### src/rtl/vec_sequencer.sv
// vec_sequencer: on-chip test-vector player for the ALU datapath.
//
// Holds a table of control words with their expected responses. On Start it
// plays entries 0..run_len-1 onto vec_out one at a time. Each vector is held
// for SETTLE cycles and then checked for one cycle. Resp_in is sampled on the
// check edge, and every mismatch is counted.
//
// Optional feature: define VSEQ_MASK_EN to add a per-entry compare mask
// (load_mask port). When it is undefined, the full RESP_W bits are compared.
//
// Ports:
//   clk, rst_n      clock (rising edge), asynchronous active-low reset
//   load_en         write table[load_addr] = {load_vec, load_exp[, load_mask]}
//                   (ignored while busy)
//   num_vec         run length, sampled on start; clamped to DEPTH
//   start, abort    start a run / end a run early (abort wins over start)
//   resp_in         datapath response
//   vec_out         registered control word to the datapath
//   vec_valid       vec_out holds a live vector
//   busy, done      run in progress / run finished normally
//   vector_num      current vector index; after a run, the count executed
//   errors          saturating mismatch count
//   first_err       index of the first mismatching vector
module vec_sequencer #(
  parameter int VEC_W  = 42,
  parameter int RESP_W = 8,
  parameter int DEPTH  = 16,
  parameter int AW     = $clog2(DEPTH),
  parameter int SETTLE = 1
) (
  input  logic              clk,
  input  logic              rst_n,
  input  logic              load_en,
  input  logic [AW-1:0]     load_addr,
  input  logic [VEC_W-1:0]  load_vec,
  input  logic [RESP_W-1:0] load_exp,
`ifdef VSEQ_MASK_EN
  input  logic [RESP_W-1:0] load_mask,
`endif
  input  logic [AW:0]       num_vec,
  input  logic              start,
  input  logic              abort,
  input  logic [RESP_W-1:0] resp_in,
  output logic [VEC_W-1:0]  vec_out,
  output logic              vec_valid,
  output logic              busy,
  output logic              done,
  output logic [AW:0]       vector_num,
  output logic [AW:0]       errors,
  output logic [AW-1:0]     first_err
);

  localparam int CW = (SETTLE < 2) ? 1 : $clog2(SETTLE + 1);

  typedef enum logic [1:0] {S_IDLE, S_APPLY, S_CHECK, S_DONE} state_t;

  state_t state, state_n;

  logic [CW-1:0]     cnt, cnt_n;
  logic [AW:0]       run_len, run_len_n;
  logic [VEC_W-1:0]  vec_n;
  logic              valid_n;
  logic [AW:0]       vnum_n;
  logic [AW:0]       err_n;
  logic [AW-1:0]     ferr_n;
  logic              tbl_we;
  logic [AW:0]       nxt;
  logic [AW-1:0]     cur_idx;
  logic [AW-1:0]     nxt_idx;
  logic              mism;

  logic [VEC_W-1:0]  tbl_vec  [DEPTH];
  logic [RESP_W-1:0] tbl_exp  [DEPTH];
`ifdef VSEQ_MASK_EN
  logic [RESP_W-1:0] tbl_mask [DEPTH];
`endif

  // The table has no reset. Its contents survive a reset.
  always_ff @(posedge clk) begin
    if (tbl_we) begin
      tbl_vec[load_addr] <= load_vec;
      tbl_exp[load_addr] <= load_exp;
`ifdef VSEQ_MASK_EN
      tbl_mask[load_addr] <= load_mask;
`endif
    end
  end

  assign cur_idx = vector_num[AW-1:0];
  assign nxt     = vector_num + 1'b1;
  assign nxt_idx = nxt[AW-1:0];

`ifdef VSEQ_MASK_EN
  assign mism = |((resp_in ^ tbl_exp[cur_idx]) & tbl_mask[cur_idx]);
`else
  assign mism = (resp_in != tbl_exp[cur_idx]);
`endif

  assign busy = (state == S_APPLY) || (state == S_CHECK);
  assign done = (state == S_DONE);

  always_comb begin
    state_n   = state;
    cnt_n     = cnt;
    run_len_n = run_len;
    vec_n     = vec_out;
    valid_n   = vec_valid;
    vnum_n    = vector_num;
    err_n     = errors;
    ferr_n    = first_err;
    tbl_we    = 1'b0;
    unique case (state)
      S_IDLE, S_DONE: begin
        tbl_we = load_en;
        if (!abort && start) begin
          err_n  = '0;
          ferr_n = '0;
          vnum_n = '0;
          if (num_vec == '0) begin
            state_n = S_DONE;
          end else begin
            state_n   = S_APPLY;
            // The first vector needs one extra APPLY cycle because vec_out
            // is only loaded on the edge after Start.
            cnt_n     = CW'(SETTLE);
            run_len_n = (num_vec > (AW+1)'(DEPTH)) ? (AW+1)'(DEPTH) : num_vec;
          end
        end
      end
      S_APPLY: begin
        if (abort) begin
          state_n = S_IDLE;
          vec_n   = '0;
          valid_n = 1'b0;
        end else begin
          vec_n   = tbl_vec[cur_idx];
          valid_n = 1'b1;
          if (cnt == '0) state_n = S_CHECK;
          else           cnt_n   = cnt - 1'b1;
        end
      end
      S_CHECK: begin
        if (abort) begin
          state_n = S_IDLE;
          vec_n   = '0;
          valid_n = 1'b0;
        end else begin
          if (mism) begin
            if (errors != '1) err_n = errors + 1'b1;
            if (errors == '0) ferr_n = cur_idx;
          end
          vnum_n = nxt;
          if (nxt == run_len) begin
            state_n = S_DONE;
            vec_n   = '0;
            valid_n = 1'b0;
          end else begin
            // The next vector goes on the bus on this same edge.
            state_n = S_APPLY;
            cnt_n   = CW'(SETTLE - 1);
            vec_n   = tbl_vec[nxt_idx];
          end
        end
      end
      default: state_n = S_IDLE;
    endcase
  end

  always_ff @(posedge clk or negedge rst_n) begin
    if (!rst_n) begin
      state      <= S_IDLE;
      cnt        <= '0;
      run_len    <= '0;
      vec_out    <= '0;
      vec_valid  <= 1'b0;
      vector_num <= '0;
      errors     <= '0;
      first_err  <= '0;
    end else begin
      state      <= state_n;
      cnt        <= cnt_n;
      run_len    <= run_len_n;
      vec_out    <= vec_n;
      vec_valid  <= valid_n;
      vector_num <= vnum_n;
      errors     <= err_n;
      first_err  <= ferr_n;
    end
  end

endmodule

### config.mk
export PLATFORM = sky130hd
export DESIGN_NAME = vec_sequencer
export DESIGN_NICKNAME = d
export VERILOG_FILES = /design/src/rtl/vec_sequencer.sv
export SDC_FILE = /design/constraint.sdc
export NUM_CORES = 1
export LEC_CHECK = 0
export ABC_AREA = 1
export CAP_MARGIN = 10
export CORE_ASPECT_RATIO = 1.1
export CORE_MARGIN = 4
export CORE_UTILIZATION = 45
export CTS_CLUSTER_DIAMETER = 80
export DETAILED_ROUTE_END_ITERATION = 16
export PLACE_DENSITY = 0.7
export REMOVE_ABC_BUFFERS = 1
export SLEW_MARGIN = 20
export SYNTH_ARGS = -nofsm -noshare
export SYNTH_HDL_FRONTEND = slang
export SYNTH_SLANG_ARGS = --single-unit
### constraint.sdc
create_clock -name clk -period 5.7 [get_ports clk]
set_input_delay 0.57 -clock clk [delete_from_list [all_inputs] [get_ports clk]]
set_output_delay 0.57 -clock clk [all_outputs]
set_load 0.05 [all_outputs]
# Yosys cells after proc, flatten, opt, wreduce, memory -nomap -nowiden
# Memory sizes are Yosys's and may differ from the RTL's.
# Cells that the tools add are included.
op_classes:
  muxes: 38
  div: 0
  add_sub_neg: 3
  bitwise_logic: 1
  n_eq_ne: 16
  magnitude_cmp: 1
  shift: 0
  n_mul: 0
  reduce_logical: 16
op_table:
  columns: ["operator", "n"]
  rows:
  - ["two-way mux 42 bit", 3]
  - ["case mux 42 bit (2 select lines)", 1]
  - ["two-way mux 5 bit", 6]
  - ["case mux 5 bit (2 select lines)", 2]
  - ["two-way mux 4 bit", 4]
  - ["AND reduction 5 bit", 3]
  - ["two-way mux 1 bit", 12]
  - ["two-way mux 2 bit", 6]
  - ["!= test 2 bit, second input constant", 6]
  - ["adder 5 x 1 -> 5 bit, second input constant", 2]
  - ["logical NOT 5 bit", 2]
  - ["!= test 8 bit", 1]
  - ["case mux 4 bit (2 select lines)", 1]
  - ["case mux 2 bit (3 select lines)", 1]
  - ["AND reduction 3 bit", 2]
  - ["== test 5 bit", 1]
  - ["greater-than comparator 5 bit, second input constant", 1]
  - ["!= test 5 bit, second input constant", 1]
  - ["== test 2 bit, second input constant", 2]
  - ["!= test 2 x 1 -> 1 bit, second input constant", 2]
  - ["AND reduction 2 bit", 2]
  - ["nonzero test 2 bit", 2]
  - ["!= test 3 x 2 -> 1 bit, second input constant", 1]
  - ["!= test 3 bit, second input constant", 1]
  - ["10 further kinds", 10]
totals:
  n_memories: 2
  mem_bits_rw: 800
  rom_bits: 0
  ff_bits: 65
  latchBits: 0
memory_table:
  columns: ["memory", "words", "word_bits", "read_ports", "rd_ports_with_merged_regs", "wr", "line_no", "rtl"]
  rows:
  - ["tbl_vec", 16, 42, 2, 0, 1, "72", "logic [VEC_W-1:0] tbl_vec [DEPTH];"]
  - ["tbl_exp", 16, 8, 1, 0, 1, "73", "logic [RESP_W-1:0] tbl_exp [DEPTH];"]

# Logic depth before layout (Yosys ltp)
logic_depth:
  depth_word: 5
  ltp_mapped: 18
  ltp_nobuf: 16

# Worst setup path before layout
# No wires, ideal clock.
synth_timing:
  kind: "register -> register"
  from: "register state[0]"
  to: "memory tbl_exp[10][0] (enable)"
  path_buffers: 1
  path_slack_ps: 1852
  arrival_time_ps: 3390
  setup_time_ps: 458
  stages_incl_launch_ff: 8
  required_time_ps: 5242
  period_less_slack_ps: 3848
  cell_sequence: "dfrtp_1 inv_1 ha_1 clkbuf_1 nand2_1 inv_1 nand3_1 nor2_1"
synth_via:
  elab_chain_cells: 5
synth_lines:
  columns: ["item", "line_no", "rtl"]
  rows:
  - ["start: declaration", "57", "state_t state, state_n;"]
  - ["start signal: assignment", "180", "state <= state_n;"]
  - ["== test 2 bit / logical NOT 2 bit (equally long branches)", "112", "unique case (state)"]
  - ["OR reduction 2 bit (*)", "112", null]
  - ["two-way mux 1 bit (*)", "112", null]
  - ["two-way mux 1 bit (*)", "80", "if (tbl_we) begin"]
  - ["two-way mux 1 bit (implied by the code) (*)", "82", "tbl_exp[load_addr] <= load_exp;"]
  - ["end: declaration", "73", null]
# Mark *: on every way between the ends. The rest lies on a longest branch, timed or not.

# Final worst setup path
layout_timing:
  from: "register state[0]"
  to: "output port busy"
layout_via:
  elab_chain_cells: 2
layout_lines:
  columns: ["item", "line_no", "rtl"]
  rows:
  - ["== test 2 x 1 -> 1 bit / == test 2 bit (equally long branches)", "99", "assign busy = (state == S_APPLY) || (state == S_CHECK);"]
  - ["logical OR 1 bit (*)", "99", null]
  - ["end: declaration", "46", "output logic busy,"]
# Marked as above.

==> metrics.cfg <==
[power_and_ir_drop]
p_leak_nw=16.3
peakVddDrop_uv=611
power_density_mw_per_mm2=495

[timing]
fin_ws_ps=1580
finalSetupViolCount=0
finalHoldViolations=0
holdWs_ps=391
slew_headroom_pct=22.3
worstMarginPinSlew_ps=1160
skew_ps=29.1
finalCriticalPeriod_ps=4120
period_share_pct=72.4
rsz0062_at_grt=no
fmax_ghz=0.242
report.final.slew_viol_count=0

[cts]
cts_tree=done
clock_path_buffers=3
cts.reportedPaths.clkPinSlew_ps=60
cts.htree.levels=3
cts_resized=0
cts_root_buffer=clkbuf_16
cts_buffers=88
clock_sinks=865
clk_latency_ps=680

[logic_synthesis]
yosysTopAreaCell=edfxtp_1
netlist_area_mm2=0.0409
synth_most_common_cell=edfxtp_1
synth_fa_ha_area_share_pct=0.214
postSynthAreaPerCell_um2=9.82
ys_types=31
synth_compound_area_share_pct=17.1
netlist_top_cells_area=edfxtp_1 59%, o21ai_0 8.6%, nand3_1 6.4%
muxShareOfSynthArea_pct=0
synth_edf_count=800
yosysWarnings=0
synth_seq_area_share_pct=62.8
ys_ff_latch=865
synth_top_area_share_pct=58.8
syn_inst=4162
synthSimpleGateAreaFrac_pct=13.2
synthTopCellsByCount=800 x edfxtp_1, 701 x o21ai_0, 526 x nand3_1, 500 x a21oi_1, 485 x nand2_1
synthFlopType=edfxtp_1
async_flop_share_pct=7.51
synth-xor-area-share_pct=0.104
synth_top_family_by_area=compound AO/OA/AOI/OAI gates

[cells_and_area]
syn_to_final_growth_pct=12.6
multi_input_area_mm2=0.0127
seq_area_mm2=0.0257
drive_above_1_share_pct=5.51
fill_cells=7773
nets=4194

[global_routing]
grtUsageTotal_pct=24.4
antenna_found_initial=8
grt_max_degree=257
gr-total-overflow=0
grt_pass1_vias=30281
grt_pass1_wl_um=179000

[detailed_routing]
wl_um=120000
wl_per_cell_um=22.3
viasPerCell=6.02
first_pass_iters=6
vias=32296
drtIter0Drc=4448
drc=0
ant_nets=0

[die]
fp.coreArea_mm2=0.0898
die_w_um=295
num_rows=115
die_area_mm2=0.0957
fp.dieH_um=324
initial_core_util_pct=45.5
ios=131

[critical_path]
worst-path-max-fanout=34
crit_arrival_ps=3550
startpoint_type=register
r2r_setup_slack_ps=1820
crit_path_end_kind=output pin
rr_startpoint=vector_num[1]
rr_endpoint=vec_out[18]
required_ps=5130
worstRegToRegCells=14
path_class=reg -> out

[place]
routabilityCongestion=0.795
dp_hpwl_um=61800
pre_cts_ws_ps=1940
numPortBuffers=130

[job]
cap_viol_max_count=0

[run_status]
status=finished, final reports clean

[worst_hold_path]
worst_hold_path_type=in -> async

-- where the power goes --
part | internal, mW | switching (mW) | leakage [nW]
logic | 2.70 | 6.45 | 6.84
clock network | 3.37 | 2.52 | 1.44
registers | 7.34 | 0.420 | 8.01
-- kinds of logic after synthesis --
family	after synthesis
AO/OA/AOI/OAI	1372
AND/OR/NAND/NOR	1257
flip-flops	865
buffers and inverters	657
adder cells (fa/ha/maj)	7
XOR/XNOR	4
-- sequential cells by signal, summed over array words and instances (netlist names) --
signal and cells:
cnt 1, errors 5, vec_out 42, first_err 4, tbl_exp 128, state 2
vector_num 5, vec_valid 1, tbl_vec 672, run_len 5
-- area by class of cell --
cell class                 instances  share of cell area (%)
sequential                       865                    55.8
tap                             1170                    3.18
timing repair buffer             187                    4.28
inverter                         333                    2.75
clock inverter                    63                    1.38
antenna                            4                  0.0218
multi-input combinational       2640                    27.6
clock buffer                     101                    4.98
-- stage by stage --
| step | TNS [ps] | util [%] | total power, mW | instance area (um2) | std cells |
|---|---|---|---|---|---|
| 4_1_cts | 0 | 51.2 | 22.7 | 46000 | 5357 |
| 3_5_place_dp | 0 | 47.9 | 16.8 | 43000 | 5192 |
| 3_3_place_gp | 0 | 47.9 | 16.7 | 43000 | 5191 |
| 2_1_floorplan | -1208080 | - | 14.4 | 39400 | 3838 |
| 6_report | 0 | 51.2 | 22.8 | 46000 | 5363 |
| 5_1_grt | 0 | 51.2 | 24.0 | 46000 | 5361 |
-- worst max-delay path by stage --
| stage | to | startpoint | depth (start not counted) |
|---|---|---|---|
| 2_1_floorplan | errors[0] | vector_num[0] | 14 |
| 3_3_place_gp | vec_out[13] | vector_num[1] | 14 |
| 3_5_place_dp | vec_out[12] | vector_num[1] | 14 |
| 4_1_cts | busy | state[0] | 5 |
| 5_1_grt | busy | state[0] | 5 |
| 6_report | busy | state[0] | 5 |
-- layout by cell type, fill, tap and decap left out, types with 39 or more instances in the layout --
| cell | count |
|---|---|
| clkbuf_16 | 89 |
| inv_1 | 325 |
| o21ai_0 | 701 |
| a31oi_1 | 43 |
| o21ai_1 | 81 |
| a21oi_1 | 500 |
| clkdlybuf4s50_1 | 129 |
| buf_4 | 39 |
| nand2_1 | 484 |
| nor2_1 | 221 |
| nand3_1 | 526 |
| edfxtp_1 | 800 |
| dfrtp_1 | 61 |
-- worst max-delay path, stage by stage, from the launching register on --
cell,delay (ps)
dfrtp_1,400
inv_1,120
ha_4,300
inv_2,370
buf_4,700
clkdlybuf4s50_1,960
-- timing repair --
action,4_1_cts,5_1_grt
endpoints found under the hold margin,16,0
setup buffers,0,0
hold buffers,1,0
-- routing by layer --
layer | up-vias | global-route usage (%) | routed length, um
met4 | 10 | 9.37 | 4280
li1 | 14708 | - | -
met3 | 321 | 4.61 | 12300
met1 | 15491 | 32.8 | 47600
met2 | 1766 | 39.7 | 55400
met5 | - | 0 | 69
No activity file was read; power rests on OpenSTA's default activity.
